## src/rtl/coinc_pkg.sv

```systemverilog
// Shared definitions for the SRAM read-out path: FSM encoding and default phase timings.
package coinc_pkg;

   localparam int unsigned WAIT_RD_DEF  = 2;
   localparam int unsigned WR_PULSE_DEF = 4;
   localparam int unsigned TXE_HOLD_DEF = 4;

   // One timer serves WAIT, STB and HLD, so every phase length must fit in this width.
   localparam int unsigned TIMER_W = 8;

   typedef enum logic [3:0] {
      StIdle  = 4'd0,
      StSetup = 4'd1,
      StWait  = 4'd2,
      StLatch = 4'd3,
      StTxwL  = 4'd4,
      StStbL  = 4'd5,
      StHldL  = 4'd6,
      StTxwH  = 4'd7,
      StStbH  = 4'd8,
      StHldH  = 4'd9
   } state_e;

endpackage

```

## src/rtl/sync2.sv

```systemverilog
// Two-flop synchronizer for the asynchronous FIFO TXE# input.
// It resets to 1, which reads as "FIFO full", so nothing is written right after reset.
module sync2 (
   input  logic i_clk,
   input  logic i_rst_n,
   input  logic i_d,
   output logic o_q
);

   logic r_meta;
   logic r_sync;

   always_ff @(posedge i_clk or negedge i_rst_n) begin
      if (!i_rst_n) begin
         r_meta <= 1'b1;
         r_sync <= 1'b1;
      end else begin
         r_meta <= i_d;
         r_sync <= r_meta;
      end
   end

   assign o_q = r_sync;

endmodule

```

## src/rtl/sram_usb_reader.sv

```systemverilog
// Read-out engine: streams a block of 16-bit SRAM words, low byte first, into an FT245 USB FIFO.
// All pin outputs are decoded from registered state, so reset clears them asynchronously.
module sram_usb_reader
   import coinc_pkg::*;
#(
   parameter int unsigned ADDR_W   = 20,
   parameter int unsigned WAIT_RD  = WAIT_RD_DEF,
   parameter int unsigned WR_PULSE = WR_PULSE_DEF,
   parameter int unsigned TXE_HOLD = TXE_HOLD_DEF
) (
   input  logic              CLK,
   input  logic              RSTN,
   input  logic              START,
   input  logic              ABORT,
   input  logic [ADDR_W-1:0] BASE,
   input  logic [ADDR_W-1:0] LEN,
   output logic              BUSY,
   output logic              DONE,
   output logic [ADDR_W-1:0] ADX,
   input  logic [15:0]       DX,
   output logic              CEX,
   output logic              CEY,
   output logic              CE1,
   output logic              CE2,
   output logic              BHE,
   output logic              BLE,
   output logic [7:0]        USBX_O,
   output logic              USBX_OE,
   output logic              WR,
   input  logic              TXE
);

   localparam logic [TIMER_W-1:0] WaitLoad = TIMER_W'(WAIT_RD - 1);
   localparam logic [TIMER_W-1:0] StbLoad  = TIMER_W'(WR_PULSE - 1);
   localparam logic [TIMER_W-1:0] HldLoad  = TIMER_W'(TXE_HOLD - 1);

   state_e              r_state;
   logic [TIMER_W-1:0]  r_timer;
   logic [ADDR_W-1:0]   r_addr;
   logic [ADDR_W-1:0]   r_cnt;
   logic [15:0]         r_word;
   logic                r_abort;
   logic                r_done;

   state_e              w_state_nxt;
   logic [TIMER_W-1:0]  w_timer_nxt;
   logic [ADDR_W-1:0]   w_addr_nxt;
   logic [ADDR_W-1:0]   w_cnt_nxt;
   logic [15:0]         w_word_nxt;
   logic                w_abort_nxt;
   logic                w_done_nxt;
   logic                w_abort_any;
   logic                w_txe_sync;
   logic                w_sram_act;
   logic                w_timer_zero;

   sync2 u_txe_sync (
      .i_clk   (CLK),
      .i_rst_n (RSTN),
      .i_d     (TXE),
      .o_q     (w_txe_sync)
   );

   always_ff @(posedge CLK or negedge RSTN) begin
      if (!RSTN) begin
         r_state <= StIdle;
         r_timer <= '0;
         r_addr  <= '0;
         r_cnt   <= '0;
         r_word  <= '0;
         r_abort <= 1'b0;
         r_done  <= 1'b0;
      end else begin
         r_state <= w_state_nxt;
         r_timer <= w_timer_nxt;
         r_addr  <= w_addr_nxt;
         r_cnt   <= w_cnt_nxt;
         r_word  <= w_word_nxt;
         r_abort <= w_abort_nxt;
         r_done  <= w_done_nxt;
      end
   end

   assign w_abort_any  = r_abort | ABORT;
   assign w_timer_zero = (r_timer == '0);

   always_comb begin
      w_state_nxt = r_state;
      w_timer_nxt = r_timer;
      w_addr_nxt  = r_addr;
      w_cnt_nxt   = r_cnt;
      w_word_nxt  = r_word;
      w_abort_nxt = w_abort_any;
      w_done_nxt  = 1'b0;
      unique case (r_state)
         StIdle: begin
            w_abort_nxt = 1'b0;
            if (START && !ABORT) begin
               w_addr_nxt = BASE;
               w_cnt_nxt  = LEN;
               if (LEN == '0) begin
                  w_done_nxt = 1'b1;
               end else begin
                  w_state_nxt = StSetup;
               end
            end
         end
         StSetup: begin
            w_state_nxt = StWait;
            w_timer_nxt = WaitLoad;
         end
         StWait: begin
            if (w_timer_zero) w_state_nxt = StLatch;
            else              w_timer_nxt = r_timer - TIMER_W'(1);
         end
         StLatch: begin
            // The read always completes; a pending abort only stops the USB half.
            w_word_nxt  = DX;
            w_state_nxt = w_abort_any ? StIdle : StTxwL;
         end
         StTxwL, StTxwH: begin
            if (w_abort_any) begin
               w_state_nxt = StIdle;
            end else if (!w_txe_sync) begin
               w_state_nxt = (r_state == StTxwL) ? StStbL : StStbH;
               w_timer_nxt = StbLoad;
            end
         end
         StStbL, StStbH: begin
            if (w_timer_zero) begin
               w_state_nxt = (r_state == StStbL) ? StHldL : StHldH;
               w_timer_nxt = HldLoad;
            end else begin
               w_timer_nxt = r_timer - TIMER_W'(1);
            end
         end
         StHldL: begin
            if (!w_timer_zero)    w_timer_nxt = r_timer - TIMER_W'(1);
            else if (w_abort_any) w_state_nxt = StIdle;
            else                  w_state_nxt = StTxwH;
         end
         StHldH: begin
            if (!w_timer_zero) begin
               w_timer_nxt = r_timer - TIMER_W'(1);
            end else begin
               w_addr_nxt = r_addr + ADDR_W'(1);
               w_cnt_nxt  = r_cnt - ADDR_W'(1);
               if (w_abort_any) begin
                  w_state_nxt = StIdle;
               end else if (r_cnt == ADDR_W'(1)) begin
                  w_state_nxt = StIdle;
                  w_done_nxt  = 1'b1;
               end else begin
                  w_state_nxt = StSetup;
               end
            end
         end
         default: w_state_nxt = StIdle;
      endcase
   end

   assign w_sram_act = (r_state == StSetup) || (r_state == StWait) || (r_state == StLatch);

   assign ADX     = w_sram_act ? r_addr : '0;
   assign CEX     = ~w_sram_act;
   assign CEY     = 1'b1;
   assign CE1     = ~w_sram_act;
   assign CE2     = w_sram_act;
   assign BHE     = ~w_sram_act;
   assign BLE     = ~w_sram_act;
   assign BUSY    = (r_state != StIdle);
   assign DONE    = r_done;
   assign USBX_OE = BUSY;
   assign WR      = (r_state == StStbL) || (r_state == StStbH);

   always_comb begin
      USBX_O = 8'h00;
      unique case (r_state)
         StStbL, StHldL: USBX_O = r_word[7:0];
         StStbH, StHldH: USBX_O = r_word[15:8];
         default:        USBX_O = 8'h00;
      endcase
   end

endmodule

```

## config.mk

```make
export PLATFORM = sky130hd
export DESIGN_NAME = sram_usb_reader
export DESIGN_NICKNAME = d
export VERILOG_FILES = /design/src/rtl/coinc_pkg.sv /design/src/rtl/sync2.sv /design/src/rtl/sram_usb_reader.sv
export SDC_FILE = /design/constraint.sdc
export NUM_CORES = 1
export LEC_CHECK = 0
export BUFFER_PORTS_ARGS = -buffer_cell sky130_fd_sc_hd__buf_4
export CORE_MARGIN = 2
export CORE_UTILIZATION = 59
export DETAILED_ROUTE_END_ITERATION = 8
export GPL_TIMING_DRIVEN = 0
export HOLD_SLACK_MARGIN = 0.03
export PLACE_DENSITY = 0.87
export REMOVE_ABC_BUFFERS = 1
export SLEW_MARGIN = 20
export SYNTH_ARGS = -nofsm -noshare
export SYNTH_HDL_FRONTEND = slang
export SYNTH_SLANG_ARGS = --single-unit
```

## constraint.sdc

```tcl
create_clock -name CLK -period 3.72 [get_ports CLK]
set_clock_uncertainty 0.1 [all_clocks]
set_input_delay 0.186 -clock CLK [delete_from_list [all_inputs] [get_ports CLK]]
set_output_delay 0.186 -clock CLK [all_outputs]
set_load 0.02 [all_outputs]
```

; Word-level counts from Yosys, hierarchy flattened
; Index checks and enable logic that the tools add are counted.
[totals]
output_inout_bits = 38
elab_cells = 88
reg_bits = 72
[classes]
n_mux = 35
n_eq_ne = 20
addsub = 3
bitwise_logic = 2
reduce_logical = 19
[ops]
columns = operator, count
row1 = two-way mux 20 bit, 5
row2 = one-hot mux 20 bit (2 select lines), 2
row3 = two-way mux 4 bit, 10
row4 = two-way mux 8 bit, 4
row5 = one-hot mux 4 bit (8 select lines), 1
row6 = one-hot mux 8 bit (4 select lines), 1
row7 = adder 20 x 1 -> 20 bit (second input constant), 1
row8 = == test 20 x 1 -> 1 bit (second input constant), 1
row9 = logical NOT 20 bit, 1
row10 = subtractor 20 x 1 -> 20 bit (second input constant), 1
row11 = != test 2 bit (second input constant), 9
row12 = == test 4 x 3 -> 1 bit (second input constant), 4
row13 = one-hot mux 8 bit (2 select lines), 1
row14 = == test 4 x 2 -> 1 bit (second input constant), 2
row15 = == test 4 bit (second input constant), 2
row16 = logical NOT 8 bit, 1
row17 = two-way mux 1 bit, 8
row18 = nonzero test 4 bit, 2
row19 = OR reduction 2 bit, 4
row20 = subtractor 8 x 1 -> 8 bit (second input constant), 1
row21 = AND reduction 7 bit, 1
row22 = two-way mux 3 bit, 2
row23 = == test 4 x 1 -> 1 bit (second input constant), 1
row24 = logical NOT 4 bit, 1
row25 = 11 further kinds, 13

; Depth between registers and ports, before layout
[depth]
word_depth = 5
mapped_depth = 9

; Cells and area by module
; From an unflattened synthesis, not the netlist that was laid out.
[unflattened]
hier_cells = 511
hier_area_um2 = 4453.0
[modules_own_cells]
columns = module, cells_per_inst, instances, area_per_inst_um2, seq_area_each_um2
row1 = sram_usb_reader, 509, 1, 4400.5, 1751.7
row2 = sync2, 2, 1, 52.6, 52.6

; Worst setup path before layout
; Ideal clock, no wire load.
[synth_timing]
path_type = reg2reg
startpoint = register r_timer[0]
endpoint = register r_addr[15]
stages_incl_launch_ff = 9
required_ns = 3.497
arrival_time_ns = 1.909
n_path_buf = 1
slack_ns = 1.588
setup_ns = 0.123
path_cell_list = dfrtp_1 > inv_1 > ha_1 > nor4b_4 > and2_1 > buf_4 > a21boi_2 > or4b_1 > o221a_2
[synth_via]
elab_chain_len = 3
[synth_rtl]
columns = element, line_no
row1 = start: declaration, sram_usb_reader.sv:38  ; logic [TIMER_W-1:0] r_timer;
row2 = start signal: assignment, sram_usb_reader.sv:75  ; r_timer <= w_timer_nxt;
row3 = logical NOT 8 bit, sram_usb_reader.sv:85  ; assign w_timer_zero = (r_timer == '0);
row4 = != test 2 bit (no source line), --
row5 = AND reduction 3 bit (no source line), --
row6 = end signal: assignment, sram_usb_reader.sv:76  ; r_addr <= w_addr_nxt;
row7 = end: declaration, sram_usb_reader.sv:39  ; logic [ADDR_W-1:0] r_addr;
; No other way between the ends.
; A chain may end at the register's enable or synchronous reset.

; Worst setup path in the final report
[layout_timing]
startpoint = register r_state[3]
endpoint = register r_cnt[3]
[layout_via]
elab_chain_len = 3
[layout_rtl]
columns = element, line_no
row1 = start: declaration, sram_usb_reader.sv:37  ; state_e r_state;
row2 = start signal: assignment, sram_usb_reader.sv:66  ; r_state <= StIdle;
row3 = start signal: assignment, sram_usb_reader.sv:74  ; r_state <= w_state_nxt;
row4 = == test 4 bit or logical NOT 4 bit (tied branches), sram_usb_reader.sv:95  ; unique case (r_state)
row5 = != test 2 bit (no source line) or nonzero test 2 bit (tied branches), --
row6 = AND reduction 3 bit (no source line), --
row7 = end signal: assignment, sram_usb_reader.sv:77  ; r_cnt <= w_cnt_nxt;
row8 = end: declaration, sram_usb_reader.sv:40  ; logic [ADDR_W-1:0] r_cnt;
; Parallel ways exist; a longest one is shown, timed or not.

==> out/metrics.csv <==
metric;value;unit
dpl_cell_area;5177;µm²
rsz0062_at_grt;no;
grt.total_usage;29.34;%
max-vdd-ir-drop;0.0004124;V
synth_area_per_cell;8.714;µm²
vias;4461;
antenna_found_initial;0;
design.core.area;7292;µm²
endpoint;r_cnt[3]$_DFFE_PN0P_;
viasPerCell;6.274;
yosysMostFrequentCell;dfrtp_1;
place_hpwl;7.705;mm
p_comb_share;49.0;%
layout-drive-gt1-share;22.06;%
crit_required;3.85;ns
rows;31;
p_total;4.273;mW
ys_seq_elements;72;
tns;0;ns
seq_power_share;37.7;%
cts_tree;built;
status;complete, no violations;
reg2reg_depth;6;
critical_path_class;reg2reg;
r2r_setup_slack;0.28;ns
finalInstanceArea;5603;µm²
async_reset_ff_share;100.0;%
final-seq-area;1804;µm²
final_util;76.84;%
fillers;501;
power_switching;1.905;mW
hold_violations;0;
hp-class;in2reg;
grt_first_pass_wirelength;19.87;mm
cp-start-kind;flip-flop;
die_h;90.88;µm
drtAntennaViolNets;0;
slew_viol_final;0;
ys.flop_type;dfrtp_1;
clk_pin_slew;0.08;ns
cts_sinks;72;
max_slew.worst_pin.slew;0.9070;ns
pwr-share-clk;13.3;%
clock_latency;0.35;ns
cp-startpoint;r_state[3]$_DFFE_PN0P_;
netlist_top_cells_count;dfrtp_1, a21oi_1, nand2_1, o21ai_0, nor2_1;
cts_root_buffer;clkbuf_8;
reg2reg_to;r_cnt[3]$_DFFE_PN0P_;
grt_start_max_net_pins;78;
seq_area_frac_synth;40.52;%
gp_congestion;0.8674;
io_buffers;97;
routed_wl;11.98;mm
wl_per_cell;16.85;µm
setup_viol;0;
dr.pass1.iters;5;
fmax;0.2905;GHz
synth_area_leaders;dfrtp_1, a21oi_1, nand2_1, o21ai_0, and2_1;
syn_area;4453;µm²
yosysWarnings;0;
p_leak;2.296;nW
htreeDepth;3;
io_pins;99;
p_int;2.368;mW
start_util;61.07;%
drc;0;
synth_edf_count;0;
fin_crit_sh;92.55;%
synth_cell_types;63;
p_per_area;762.7;nW/µm²
maxCapViolations;0;
area_growth;25.82;%
p_sw_share;44.58;%
postSynthCellCount;511;
layout.nets;674;
synth_top_area_share;39.34;%
multi_input_area;2470;µm²
end_kind;flip-flop;
initialDrtViolationCount;360;
slew-limit-headroom;39.53;%
finalCriticalPeriod;3.443;ns
cts.path.max_buffers;2;
yosysTopAreaCell;dfrtp_1;
antenna_cells;0;
crit_fanout;35;
overflow;0;
numCtsBuffers;9;
die_area;8258;µm²
die_w;90.88;µm
rr_startpoint;r_state[3]$_DFFE_PN0P_;
grt_pass1_vias;4165;
crit_arrival;3.58;ns
## layout by cell type (no fill, tap or decap), types with 4 or more instances in the layout
cell type       n
buf_4          98
dfrtp_1        70
a21oi_1        56
nand2_1        56
o21ai_0        37
nor2_1         26
and2_1         23
dlygate4sd3_1  23
nor3_1         21
o22ai_1        17
nand3_1        15
mux2_1         11
clkbuf_8       11
inv_1          10
a22oi_1        10
nand4_1         9
and3_1          7
a2bb2oi_1       7
nor4_1          6
o2bb2ai_1       6
mux2_2          6
nand2b_1        5
o31ai_1         5
ha_1            5
o21ai_1         4
a22o_1          4
mux2i_1         4
## stage by stage
| step | hold slack (ns) | setup WS, ns | instances |
|---|---|---|---|
| after floorplan | -0.2096 | -0.5510 | 475 |
| after CTS | 0.03058 | 0.1020 | 711 |
| after detailed placement | 0.2007 | 0.1345 | 673 |
| after global placement | 0.1980 | -2.234 | 671 |
| after global routing | 0.05236 | 0.03854 | 711 |
| final | 0.02803 | 0.2772 | 711 |
## state kept, by name (all words and copies together), names as in the netlist
| register | flops |
|---|---|
| DONE | 1 |
| r_abort | 1 |
| r_addr | 20 |
| r_cnt | 20 |
| r_state | 4 |
| r_timer | 8 |
| r_word | 16 |
| u_txe_sync.o_q | 1 |
| u_txe_sync.r_meta | 1 |
## worst min path at each step
stage               cells after the start                     endpoint    start
global route                            3        r_addr[0]$_DFFE_PN0P_  BASE[0]
finish                                  3        r_addr[0]$_DFFE_PN0P_  BASE[0]
global placement                        1  u_txe_sync.r_meta$_DFF_PN1_      TXE
CTS                                     3         r_cnt[4]$_DFFE_PN0P_   LEN[4]
detailed placement                      1  u_txe_sync.r_meta$_DFF_PN1_      TXE
floorplan                               0               DONE$_DFF_PN0_     RSTN
## what timing repair did
| item | CTS | global route |
|---|---|---|
| hold endpoints to repair | 92 | 0 |
| gates resized for setup | 0 | 1 |
| endpoints found under the setup margin | 0 | 24 |
| hold buffers | 23 | 0 |
| buffers inserted | 0 | 0 |
## metal layers
layer	part of all wire (%)	vias up	track usage [%]	wire length [µm]
li1	-	2095	-	-
met1	41	2103	38.87	4865
met2	49	235	46.95	5837
met3	8.3	28	5.593	991
met4	2.4	0	13.26	289
met5	0	-	0	0
## power by group through the flow
stage                     clock [mW]  combinational, mW  sequential, mW
after global routing           0.601               2.29            1.67
final                          0.569               2.09            1.61
after detailed placement           0               2.04            1.59
after global placement             0               1.95            1.56
after CTS                      0.572               2.07            1.58
after floorplan                    0               1.39            1.47
## layout make-up
class,count,area share [%]
multi-input cells,393,44.08
flip-flops and latches,72,32.20
repair buffers,122,17.73
clock buffers,13,2.836
well taps,99,2.211
inverters,10,0.6699
clock inverters,2,0.2680
## critical path, cell delays in order (launching register included)
cell	delay (ns)
dfrtp_1	0.72
nor2b_1	0.79
nand3_4	0.48
o21ai_4	0.62
buf_16	0.25
o21ai_0	0.11
a22o_1	0.24
## cells by family after synthesis
family	synth area share, %
fa+ha+maj	1.405
other cells	0.08421
simple gates	23.15
compound gates	24.59
buf+inv	5.057
flops	40.52
mux	5.198
No activity file was read; power rests on OpenSTA's default activity.
